[src/rtl/stopwatch_pkg.sv]
// Shared definitions for the stopwatch slice: FSM state encoding, default rates
// and a width helper used by every counter in the control path.
package stopwatch_pkg;

  typedef enum logic [1:0] {
    ST_IDLE     = 2'd0,
    ST_RUNNING  = 2'd1,
    ST_PAUSED   = 2'd2,
    ST_CLEARING = 2'd3
  } state_e;

  localparam int unsigned DEF_CLK_HZ          = 50_000_000;
  localparam int unsigned DEF_TICK_HZ         = 1;
  localparam int unsigned DEF_DEBOUNCE_CYCLES = 1_000_000;

  // Bits needed to count 0..n-1, never less than one bit.
  function automatic int unsigned cnt_width(input int unsigned n);
    return (n > 1) ? $clog2(n) : 1;
  endfunction

endpackage

[src/rtl/stopwatch_ctrl_key_debounce.sv]
// One push-button path: 2-FF synchroniser, stability counter and a registered
// single-cycle press pulse on the accepted 1->0 level change.
module key_debounce
  import stopwatch_pkg::*;
#(
  parameter int unsigned DEBOUNCE_CYCLES = DEF_DEBOUNCE_CYCLES
) (
  input  logic clk,
  input  logic rst_n,
  input  logic key_n_i,
  output logic press_o
);

  localparam int unsigned          CNT_W    = cnt_width(DEBOUNCE_CYCLES);
  localparam logic [CNT_W-1:0]     CNT_LAST = CNT_W'(DEBOUNCE_CYCLES - 1);

  logic             sync1_q;
  logic             sync2_q;
  logic [CNT_W-1:0] cnt_q;
  logic [CNT_W-1:0] cnt_d;
  logic             stable_q;
  logic             stable_d;
  logic             press_q;
  logic             press_d;

  // Counter only advances while the synced level disagrees with the accepted one.
  always_comb begin
    cnt_d    = '0;
    stable_d = stable_q;
    if (sync2_q != stable_q) begin
      if (cnt_q == CNT_LAST) begin
        stable_d = sync2_q;
      end else begin
        cnt_d = cnt_q + CNT_W'(1);
      end
    end
    press_d = stable_q & ~stable_d;
  end

  always_ff @(posedge clk or negedge rst_n) begin
    if (!rst_n) begin
      sync1_q  <= 1'b1;
      sync2_q  <= 1'b1;
      cnt_q    <= '0;
      stable_q <= 1'b1;
      press_q  <= 1'b0;
    end else begin
      sync1_q  <= key_n_i;
      sync2_q  <= sync1_q;
      cnt_q    <= cnt_d;
      stable_q <= stable_d;
      press_q  <= press_d;
    end
  end

  assign press_o = press_q;

endmodule

[src/rtl/stopwatch_ctrl.sv]
// Stopwatch control stage: debounced start/clear buttons, start/stop/clear FSM
// and the square-wave count clock driving the downstream time counter.
module stopwatch_ctrl
  import stopwatch_pkg::*;
#(
  parameter int unsigned CLK_HZ          = DEF_CLK_HZ,
  parameter int unsigned TICK_HZ         = DEF_TICK_HZ,
  parameter int unsigned DEBOUNCE_CYCLES = DEF_DEBOUNCE_CYCLES
) (
  input  logic       clk,
  input  logic       rst_n,
  input  logic       key_start_n,
  input  logic       key_clear_n,
  output logic       tick_out,
  output logic       tick_pulse,
  output logic       run,
  output logic       clear,
  output logic [1:0] state_o
);

  localparam int unsigned      HALF     = CLK_HZ / (2 * TICK_HZ);
  localparam int unsigned      DIV_W    = cnt_width(HALF);
  localparam logic [DIV_W-1:0] DIV_LAST = DIV_W'(HALF - 1);

  logic start_ev;
  logic clear_ev;

  key_debounce #(
    .DEBOUNCE_CYCLES(DEBOUNCE_CYCLES)
  ) u_key_start (
    .clk     (clk),
    .rst_n   (rst_n),
    .key_n_i (key_start_n),
    .press_o (start_ev)
  );

  key_debounce #(
    .DEBOUNCE_CYCLES(DEBOUNCE_CYCLES)
  ) u_key_clear (
    .clk     (clk),
    .rst_n   (rst_n),
    .key_n_i (key_clear_n),
    .press_o (clear_ev)
  );

  logic [DIV_W-1:0] div_q;
  logic [DIV_W-1:0] div_d;
  logic             tick_q;
  logic             tick_d;
  logic             pulse_q;
  logic             pulse_d;

  // Free-running divider; the FSM never touches it.
  always_comb begin
    div_d   = div_q + DIV_W'(1);
    tick_d  = tick_q;
    pulse_d = 1'b0;
    if (div_q == DIV_LAST) begin
      div_d   = '0;
      tick_d  = ~tick_q;
      pulse_d = ~tick_q;
    end
  end

  always_ff @(posedge clk or negedge rst_n) begin
    if (!rst_n) begin
      div_q   <= '0;
      tick_q  <= 1'b0;
      pulse_q <= 1'b0;
    end else begin
      div_q   <= div_d;
      tick_q  <= tick_d;
      pulse_q <= pulse_d;
    end
  end

  state_e state_q;
  state_e state_d;
  logic   entry_q;
  logic   run_q;
  logic   run_d;
  logic   clear_q;
  logic   clear_d;

  // entry_q marks the first cycle in CLEARING so a tick arriving with the entry
  // edge (clear not yet stable at the counter) is not taken as the release.
  always_ff @(posedge clk or negedge rst_n) begin
    if (!rst_n) begin
      state_q <= ST_IDLE;
      entry_q <= 1'b0;
      run_q   <= 1'b0;
      clear_q <= 1'b0;
    end else begin
      state_q <= state_d;
      entry_q <= (state_d == ST_CLEARING) && (state_q != ST_CLEARING);
      run_q   <= run_d;
      clear_q <= clear_d;
    end
  end

  always_comb begin
    state_d = state_q;
    unique case (state_q)
      ST_IDLE: begin
        if (clear_ev)      state_d = ST_CLEARING;
        else if (start_ev) state_d = ST_RUNNING;
      end
      ST_RUNNING: begin
        if (start_ev) state_d = ST_PAUSED;
      end
      ST_PAUSED: begin
        if (clear_ev)      state_d = ST_CLEARING;
        else if (start_ev) state_d = ST_RUNNING;
      end
      ST_CLEARING: begin
        if (pulse_q && !entry_q) state_d = ST_IDLE;
      end
      default: state_d = ST_IDLE;
    endcase
  end

  // Outputs decoded from the next state so they change on the same edge as state_q.
  always_comb begin
    run_d   = (state_d == ST_RUNNING);
    clear_d = (state_d == ST_CLEARING);
  end

  assign tick_out   = tick_q;
  assign tick_pulse = pulse_q;
  assign run        = run_q;
  assign clear      = clear_q;
  assign state_o    = state_q;

endmodule

[config.mk]
export PLATFORM = sky130hd
export DESIGN_NAME = stopwatch_ctrl
export DESIGN_NICKNAME = d
export VERILOG_FILES = /design/src/rtl/stopwatch_pkg.sv /design/src/rtl/stopwatch_ctrl_key_debounce.sv /design/src/rtl/stopwatch_ctrl.sv
export SDC_FILE = /design/constraint.sdc
export NUM_CORES = 1
export LEC_CHECK = 0
export BUFFER_PORTS_ARGS = -buffer_cell sky130_fd_sc_hd__buf_2
export CAP_MARGIN = 40
export CORE_ASPECT_RATIO = 0.7
export CORE_MARGIN = 2
export CORE_UTILIZATION = 55
export CTS_CLUSTER_SIZE = 40
export DETAILED_ROUTE_END_ITERATION = 10
export PLACE_DENSITY = 0.72
export SYNTH_ARGS = -nofsm -noshare
export SYNTH_HDL_FRONTEND = slang
export SYNTH_HIERARCHICAL = 1
export SYNTH_SLANG_ARGS = --single-unit
export TNS_END_PERCENT = 30
[constraint.sdc]
create_clock -name clk -period 3.8 [get_ports clk]
set_clock_uncertainty 0.1 [all_clocks]
set_input_delay 0.76 -clock clk [delete_from_list [all_inputs] [get_ports clk]]
set_output_delay 0.76 -clock clk [all_outputs]
set_load 0.02 [all_outputs]
# --- Word-level counts from Yosys, hierarchy flattened ---
# Index checks and enable logic that the tools add are counted.
totals:
  register_bits: 80
  latch_bits: 0
  ram_bits: 0
  mem_bits_ro: 0
  inputBits: 4
  word_cells: 56
  mem_count: 0
op_classes:
  n_addsub: 3
  multipliers: 0
  div_mod_pow: 0
  magnitude_cmp: 0
  eq_ne: 11
  shift: 0
  n_mux: 15
  n_bitwise: 5
  n_reduce_logical: 5
ops:
  columns: ["cell", "count"]
  rows:
  - ["2-to-1 mux 20 bit", 4]
  - ["adder 20 x 1 -> 20 bit (second input constant)", 2]
  - ["== test 20 bit (second input constant)", 2]
  - ["adder 25 x 1 -> 25 bit (second input constant)", 1]
  - ["== test 25 bit (second input constant)", 1]
  - ["2-to-1 mux 25 bit", 1]
  - ["2-to-1 mux 2 bit", 4]
  - ["== test 2 bit (second input constant)", 3]
  - ["one-hot mux 2 bit (3 select lines)", 1]
  - ["2-to-1 mux 1 bit", 5]
  - ["== test 2 x 1 -> 1 bit (second input constant)", 2]
  - ["inverter 1 bit", 3]
  - ["bitwise AND 1 bit", 2]
  - ["logical AND 1 bit", 2]
  - ["logical NOT 2 bit", 1]
  - ["!= test 1 bit", 2]
  - ["!= test 2 bit (second input constant)", 1]
  - ["OR reduction 2 bit", 1]
  - ["logical NOT 1 bit", 1]

# --- Logic depth before layout (Yosys ltp) ---
# Gate-level depths: netlist (run 1).
depth:
  word_depth: 6
  depth_mapped: 6

# --- Cells and area by module ---
# Netlist (run 1), hierarchy kept.
modules_own_cells:
  columns: ["module", "instances", "cells_each", "area_per_inst_um2"]
  rows:
  - ["key_debounce", 2, 115, 1144.8]
  - ["stopwatch_ctrl", 1, 145, 1539.0]

# --- Least setup slack after synthesis (run 1) ---
# No wires, ideal clock.
synth_path:
  path_kind: "reg2reg"
  start: "reg u_key_clear.cnt_q[0]"
  end: "reg u_key_clear.cnt_q[18]"
  t_arrival_ps: 1914
  setup_slack_ps: 1712
  path_stages_with_launch: 7
  synth_period_minus_slack_ps: 2088
  path_cell_list: "dfrtp_1 > ha_1 > nand2_1 > or4_1 > buf_2 > or4_4 > a21oi_2"
synth_between:
  elab_chain_len: 3
synth_rtl:
  columns: ["element", "line", "text"]
  rows:
  - ["start, declared", "stopwatch_ctrl_key_debounce.sv:19", "logic [CNT_W-1:0] cnt_q;"]
  - ["start signal, assigned", "stopwatch_ctrl_key_debounce.sv:50", "cnt_q <= cnt_d;"]
  - ["adder 20 x 1 -> 20 bit / == test 20 bit (equally long branches)", "stopwatch_ctrl_key_debounce.sv:34, stopwatch_ctrl_key_debounce.sv:31", null]
  - ["2-to-1 mux 20 bit (*)", "stopwatch_ctrl_key_debounce.sv:31", "if (cnt_q == CNT_LAST) begin"]
  - ["2-to-1 mux 20 bit (*)", "stopwatch_ctrl_key_debounce.sv:30", "if (sync2_q != stable_q) begin"]
  - ["named net u_key_clear.cnt_d[18]", "stopwatch_ctrl_key_debounce.sv:20", "logic [CNT_W-1:0] cnt_d;"]
# The timed path passes the listed nets; every way through them passes the cells marked *.
# A chain may end at the register's enable or synchronous reset.

# --- Worst setup path in the final report (run 1) ---
layout_path:
  start: "reg u_key_clear.cnt_q[12]"
  end: "reg u_key_clear.cnt_q[15]"
# Same word-level chain as after synthesis.

==> results of run 1 <==
## cell type report
cell class                 instances  share of cell area [%]
sequential                        80                    48.3
clock buffer                      16                    4.09
multi-input combinational        268                    41.1
timing repair buffer              13                    2.34
tap                               94                    2.83
inverter                          15                    1.35
## cells in the mapped netlist, types with 4 or more instances
cell type	number	area share, %
dfrtp_1	74	48
nor2_1	39	3.8
a21oi_1	24	3.1
nand2_1	22	2.2
nand3_1	21	2.7
xnor2_1	18	4.1
o21ai_0	16	2.1
or3_1	16	2.6
xor2_1	16	3.7
inv_1	15	1.5
or4_1	12	2.4
o31ai_1	11	2.2
nand4_1	9	1.5
clkbuf_1	7	0.69
dfstp_2	6	4.1
nor3_1	6	0.78
buf_2	5	0.65
nand4bb_1	4	1.2
nor4_1	4	0.65
## registers in the layout (all words and copies together), names as in the netlist
| name | flops |
|---|---|
| div_q | 25 |
| u_key_clear/sync1_q | 1 |
| u_key_start/sync1_q | 1 |
| u_key_start/press_o | 1 |
| u_key_clear/stable_q | 1 |
| u_key_clear/sync2_q | 1 |
| tick_pulse | 1 |
| u_key_clear/cnt_q | 20 |
| state_o | 2 |
| u_key_start/cnt_q | 20 |
| u_key_start/sync2_q | 1 |
| u_key_clear/press_o | 1 |
| tick_out | 1 |
| entry_q | 1 |
| u_key_start/stable_q | 1 |
| run | 1 |
| clear | 1 |
## per-layer routing
layer	wire length [um]	vias to the layer above	GRT usage, %
met2	3040	47	32.7
met1	3780	1354	30.8
met4	19	0	5.86
met5	0	-	0
met3	299	2	6.12
li1	-	1360	-
## through the flow
step | worst slack, ps | hold slack [ps] | total power, mW | instances
after floorplan | 1710 | 245 | 0.898 | 375
after global placement | 1530 | 246 | 0.921 | 468
after detailed placement | 1510 | 247 | 0.926 | 470
after CTS | 1510 | 138 | 1.49 | 486
after global routing | 1330 | 137 | 1.53 | 486
final | 1470 | 159 | 1.47 | 486
## cell families after synthesis
logic type	Yosys count
fa+ha+maj	3
simple gates	167
flops	80
xor+xnor	34
compound gates	60
buf+inv	27
mux	4
## worst max-delay path, cell delays in order, from the launching register on
cell       delay, ps
dfrtp_1          430
nor4_1           400
nand4bb_1        220
o21ai_1          680
buf_4            310
a21oi_1           60
## report_power, final
part	internal, mW	switching (mW)	leakage, nW
sequential	0.860	0.00771	1.08
clock	0.275	0.283	0.0850
combinational	0.0113	0.0287	0.538
## worst max path at each step
stage | from | end | slack, ps | cells past startpoint
3_5_place_dp | u_key_start/cnt_q[12] | u_key_start/cnt_q[19] | 1510 | 5
6_report | u_key_clear/cnt_q[12] | u_key_clear/cnt_q[15] | 1470 | 5
2_1_floorplan | u_key_clear/cnt_q[0] | u_key_clear/cnt_q[18] | 1710 | 6
3_3_place_gp | u_key_start/cnt_q[12] | u_key_start/cnt_q[16] | 1530 | 5
5_1_grt | u_key_clear/cnt_q[12] | u_key_clear/cnt_q[15] | 1330 | 5
4_1_cts | u_key_clear/cnt_q[12] | u_key_clear/cnt_q[15] | 1510 | 5
==> metrics.md, run 1 <==
| Metric | Value |
|---|---|
| Max clock buf depth | 2 |
| Iteration-0 DRC Markers | between 200 and 250 |
| R2r endpoint | u_key_clear/cnt_q[15] |
| Initial antenna violation count | 0 |
| # DRC | 0 |
| Max-slew headroom | about 46% |
| Hold Fails Final Rpt | 0 |
| Cell area power density | around 350 nW/um2 |
| Tot GR Track Use | 21.6% |
| Vias/cell | 5.69 |
| Routed wire length | approximately 7 mm |
| Number of clock sinks | 80 |
| Largest family of logic cells by synthesized area | simple AND/OR/NAND/NOR gates |
| Vias | 2763 |
| Async SR Flop Fraction | 100% |
| TritonCTS buffer count | 9 |
| Post-Synth Simple-Gate Area | roughly a quarter |
| Largest net degree at the start of global routing | between 60 and 70 |
| First-pass GRT wire length | approximately 13 mm |
| Post-Synth XOR/XNOR Area | between 7 and 8% |
| Mux cell area share after synthesis | 1.14% |
| Nets | ~390 |
| Post-Synth Adder-Cell Area | less than 1% |
| Syn Inst Count | about 380 |
| Commonest non-fill, non-tap cell in the layout | dfrtp_1 |
| Core area | ~6800 um2 |
| Ant diodes | 0 |
| Vias in the first global route | about 2700 |
| Root Buffer | clkbuf_8 |
| Critical path class | register to register |
| FILL cells | ~600 |
| Fraction of layout cells with a size suffix above 1 | between 10% and 20% |
| Clock-pin slew on the worst setup and hold paths | 80 ps |
| Post-CTS sizing | 0 |
| Crit path DAT | 2450 ps |
| Worst Setup End Kind | register |
| Maxcap violations | 0 |
| TritonCTS clock tree | yes |
| Leak Pwr | 1.70 nW |
| Post-synth EDFFs | 0 |
| H-Tree Depth | 3 |
| Top_reg_cell synth | dfrtp_1 |
| ANT nets after route | 0 |
| PortBufs | 9 |
| Post-DP HPWL | slightly below 5 mm |
| Starting density of the core | 56.7% |
| Routability cong. | 0.836 |
| Slew Limit Fails | 0 |
| FF-to-FF Start | u_key_clear/cnt_q[12] |
| Status | finished clean |
| Final Core Density | around 62% |
| Period minus WS final | 2330 ps |
| Commonest non-fill, non-tap cells in the layout | dfrtp_1, nor2_1, a21oi_1 |
| Num rows | 25 |
| Req. time, crit path | just under 4000 ps |
| Worst Hold Class | input port to asynchronous set/reset pin |
| Reg2Reg Depth | 5 |
| Tcrit/Tclk final | 61.2% |
| Design Area, Final | between 4000 and 5000 um2 |
| Worst Path Max Fanout | 11 |
| Setup bufs post-CTS | 0 |
| FF+latch count, synth | 80 |
| Io pins | 10 |
| Grt total ovfl | 0 |
| Synth cell types | 46 |
| Synth Area in Compound Gates | around 9.1% |
| First drt pass iteration count | 5 |
| Hold buffer count at CTS | 0 |
| # setup viols final | 0 |
| RSZ-0062 raised after global routing | false |
| Critical Path Start Type | register |
| Die height | about 74 um |
| Post-synthesis instance area | around 3800 um2 |
| Syn_nets | 382 |
| Full die area | about 7700 um2 |
| Worst-Margin Slew | 806 ps |
| Seq. cell area | ~2000 um2 |
| Sequential area share after synthesis | between 50 and 60% |
| Synth warn | 6 |
| Area grow syn2layout | 8.73% |
| Die X | between 100 and 150 um |
| Clk Latency, worst-skew pair | between 300 and 400 ps |
| Area of the multi-input gates | 1710 um2 |
| R2R setup slack | around 1500 ps |
| Fmax | approximately 430 MHz |
| Routed len/inst | 14.7 um |
| Mapped Avg Cell Area | between 10 and 15 um2 |
| VDD IR max | around 0.00023 V |
| TNS Setup | 0 ps |
| Placed Area | 3990 um2 |
(Power assumes the default switching activity.)
==> run 2: changes to the inputs <==
Clock period 3.8 ns to 2.4 ns, I/O delays scaled along.
==> metrics.md, run 2 (same netlist as run 1, synthesis figures left out) <==
| Metric | Value |
|---|---|
| Worst Setup End Kind | register |
| Top flop regs | div_q x25, u_key_clear/cnt_q x20, u_key_start/cnt_q x20 |
| Routed wire length | 6.93 mm (-3.1%) |
| Busiest grt layer | met2 |
| CP Buf/Inv Count | 0 (-1) |
| Worst Hold Class | input port to register |
| Most flops, register | div_q |
| Logic pwr share | 2.7% (about the same) |
| Period minus WS final | 2250 ps (-75.3 ps) |
| VDD IR max | 0.000457 V (+95%) |
| Vias/cell | 5.60 (-1.4%) |
| TNS Setup | 0 ps (unchanged) |
| Hold Fails Final Rpt | 0 (unchanged) |
| Largest net degree at the start of global routing | 34 (-51%) |
| Nets | 399 (+1.3%) |
| Tcrit/Tclk final | 93.8% (+33 points) |
| Crit path DAT | 2440 ps (about the same) |
| Area grow syn2layout | 10.5% |
| Clk Latency, worst-skew pair | 360 ps (about the same) |
| R2R setup slack | 150 ps (-1320 ps) |
| Grt total ovfl | 0 (unchanged) |
| TritonCTS buffer count | 9 (unchanged) |
| Die X | 104 um (unchanged) |
| Clk pwr share | 41.3% (+3.2 points) |
| Req. time, crit path | 2590 ps (-1330 ps) |
| # setup viols final | 0 (unchanged) |
| Fmax | 444 MHz (+3.3%) |
| Clock-pin slew on the worst setup and hold paths | 80 ps (about the same) |
| Placed Cells | 474 (+0.85%) |
| Tot GR Track Use | 20.3% (-1.2 points) |
| Met3 Use GR | 5.94% (-0.18 points) |
| Sw Share | 22.0% (+0.22 points) |
| Pre-CTS setup slack | 168 ps (-1350 ps) |
| Design Area, Final | 4230 um2 (+1.7%) |
| Routability cong. | 0.816 (-2.4%) |
| Slowest stage delay, CP | 650 ps (-30 ps) |
| Initial antenna violation count | 0 (unchanged) |
| Placed Area | 4020 um2 (+0.56%) |
| First drt pass iteration count | 4 (-1) |
| Net Sw Power | 0.540 mW (+69%) |
| Maxcap violations | 0 (unchanged) |
| RSZ-0062 raised after global routing | false |
| First-pass GRT wire length | 12.2 mm (-4.5%) |
| Fin Hold WS | 113 ps (-45.7 ps) |
| Slew Limit Fails | 0 (unchanged) |
| # DRC | 0 (unchanged) |
| Core area | 6760 um2 (unchanged) |
| Critical Path Start Type | register |
| Commonest non-fill, non-tap cell in the layout | dfrtp_1 |
| Routed len/inst | 14.1 um (-4.1%) |
| Crit path max-delay family | simple AND/OR/NAND/NOR gates |
| Critical path cell sequence | ha_1 > nand2_1 > or4_1 > or4_4 > a21oi_2 |
| PortBufs | 9 (unchanged) |
| Critical path depth | 5 (unchanged) |
| Max clock buf depth | 2 (unchanged) |
| Cell area power density | 580 nW/um2 (+65%) |
| Layout Cells excl Fill | 491 (+1.0%) |
| Max FFs per register | 25 (unchanged) |
| Met2 usage | 32.0% (-0.74 points) |
| Number of clock sinks | 80 (unchanged) |
| Critical path class | register to register |
| TritonCTS clock tree | yes |
| H-Tree Depth | 3 (unchanged) |
| Num rows | 25 (unchanged) |
| Die height | 73.8 um (unchanged) |
| Seq pwr share | 56.0% (-3.2 points) |
| Cell at the slowest stage of the critical path | or4_1 |
| Status | finished clean |
| Met1 usage | 27.8% (-3.0 points) |
| Ant diodes | 0 (unchanged) |
| Iteration-0 DRC Markers | 127 (-47%) |
| Worst Path Max Fanout | 8 (-3) |
| Int Power | 1.91 mW (+67%) |
| Fraction of layout cells with a size suffix above 1 | 15.4% (+2.1 points) |
| Full die area | 7660 um2 (unchanged) |
| Leak Pwr | 1.74 nW (+2.1%) |
| Hold Path Stages | 1 |
| Starting density of the core | 56.7% (unchanged) |
| Post-DP HPWL | 4.86 mm (-0.37%) |
| Reg2Reg Depth | 5 (unchanged) |
| Root Buffer | clkbuf_8 |
| Vias | 2752 (-0.40%) |
| ANT nets after route | 0 (unchanged) |
| Worst-Margin Slew | 444 ps (-362 ps) |
| Max-slew headroom | 70.0% (+24 points) |
| Vias in the first global route | 2677 (+0.90%) |
| Commonest non-fill, non-tap cells in the layout | dfrtp_1, nor2_1, a21oi_1 |
| Io pins | 10 (unchanged) |
| Post-CTS sizing | 0 (unchanged) |
| Final setup margin | 148 ps (-1320 ps) |
-- run 2: cell types whose count changed in the layout (fill, tap and decap cells not counted), sizes merged --
cell / before / now
clkbuf: 16 / 11
dlygate4sd3: 0 / 1
bufinv: 0 / 1
clkinv: 0 / 2
clkinvlp: 0 / 2
buf: 13 / 17
-- run 2: worst paths after layout --
check,start,endpoint
setup / recovery,u_key_start/cnt_q[0],u_key_start/cnt_q[18]
hold / removal,key_clear_n,u_key_clear/sync1_q
setup reg to reg,u_key_start/cnt_q[0],u_key_start/cnt_q[18]
hold reg to reg,u_key_start/sync1_q,u_key_start/sync2_q
max in group asynchronous,rst_n,u_key_start/cnt_q[15]
min in group asynchronous,rst_n,tick_pulse
-- run 2: area by class of cell --
class | count | area, um2
fill | 563 | 2520
sequential | 80 | 2010
multi-input combinational | 268 | 1710
clock buffer | 11 | 151
timing repair buffer | 18 | 130
tap | 94 | 118
inverter | 15 | 56.3
clock inverter | 5 | 55.1
-- run 2: power by group through the flow --
| stage | Sequential, mW | Clock (mW) | Combinational (mW) |
|---|---|---|---|
| 2_1_floorplan | 1.40 | 0 | 0.0237 |
| 3_3_place_gp | 1.40 | 0 | 0.0663 |
| 3_5_place_dp | 1.40 | 0 | 0.0664 |
| 4_1_cts | 1.37 | 1.05 | 0.0678 |
| 5_1_grt | 1.38 | 1.09 | 0.0778 |
| 6_report | 1.37 | 1.01 | 0.0657 |
-- run 2: per-stage QoR --
step | power (mW) | utilization, %
global placement | 1.46 | 59.4
finish | 2.45 | 62.6
floorplan | 1.42 | -
detailed placement | 1.47 | 59.4
global route | 2.55 | 62.6
CTS | 2.49 | 62.6
-- run 2: repair_timing --
action / in CTS / in global routing
hold buffers: 1 / 0
buffers inserted: 0 / 0
hold endpoints to repair: 28 / 0
-- run 2: metal layers --
| metal | up-vias | part of all wire [%] |
|---|---|---|
| li1 | 1369 | - |
| met1 | 1342 | 52 |
| met2 | 35 | 43 |
| met3 | 6 | 3.7 |
| met4 | 0 | 0.77 |
| met5 | - | 0 |
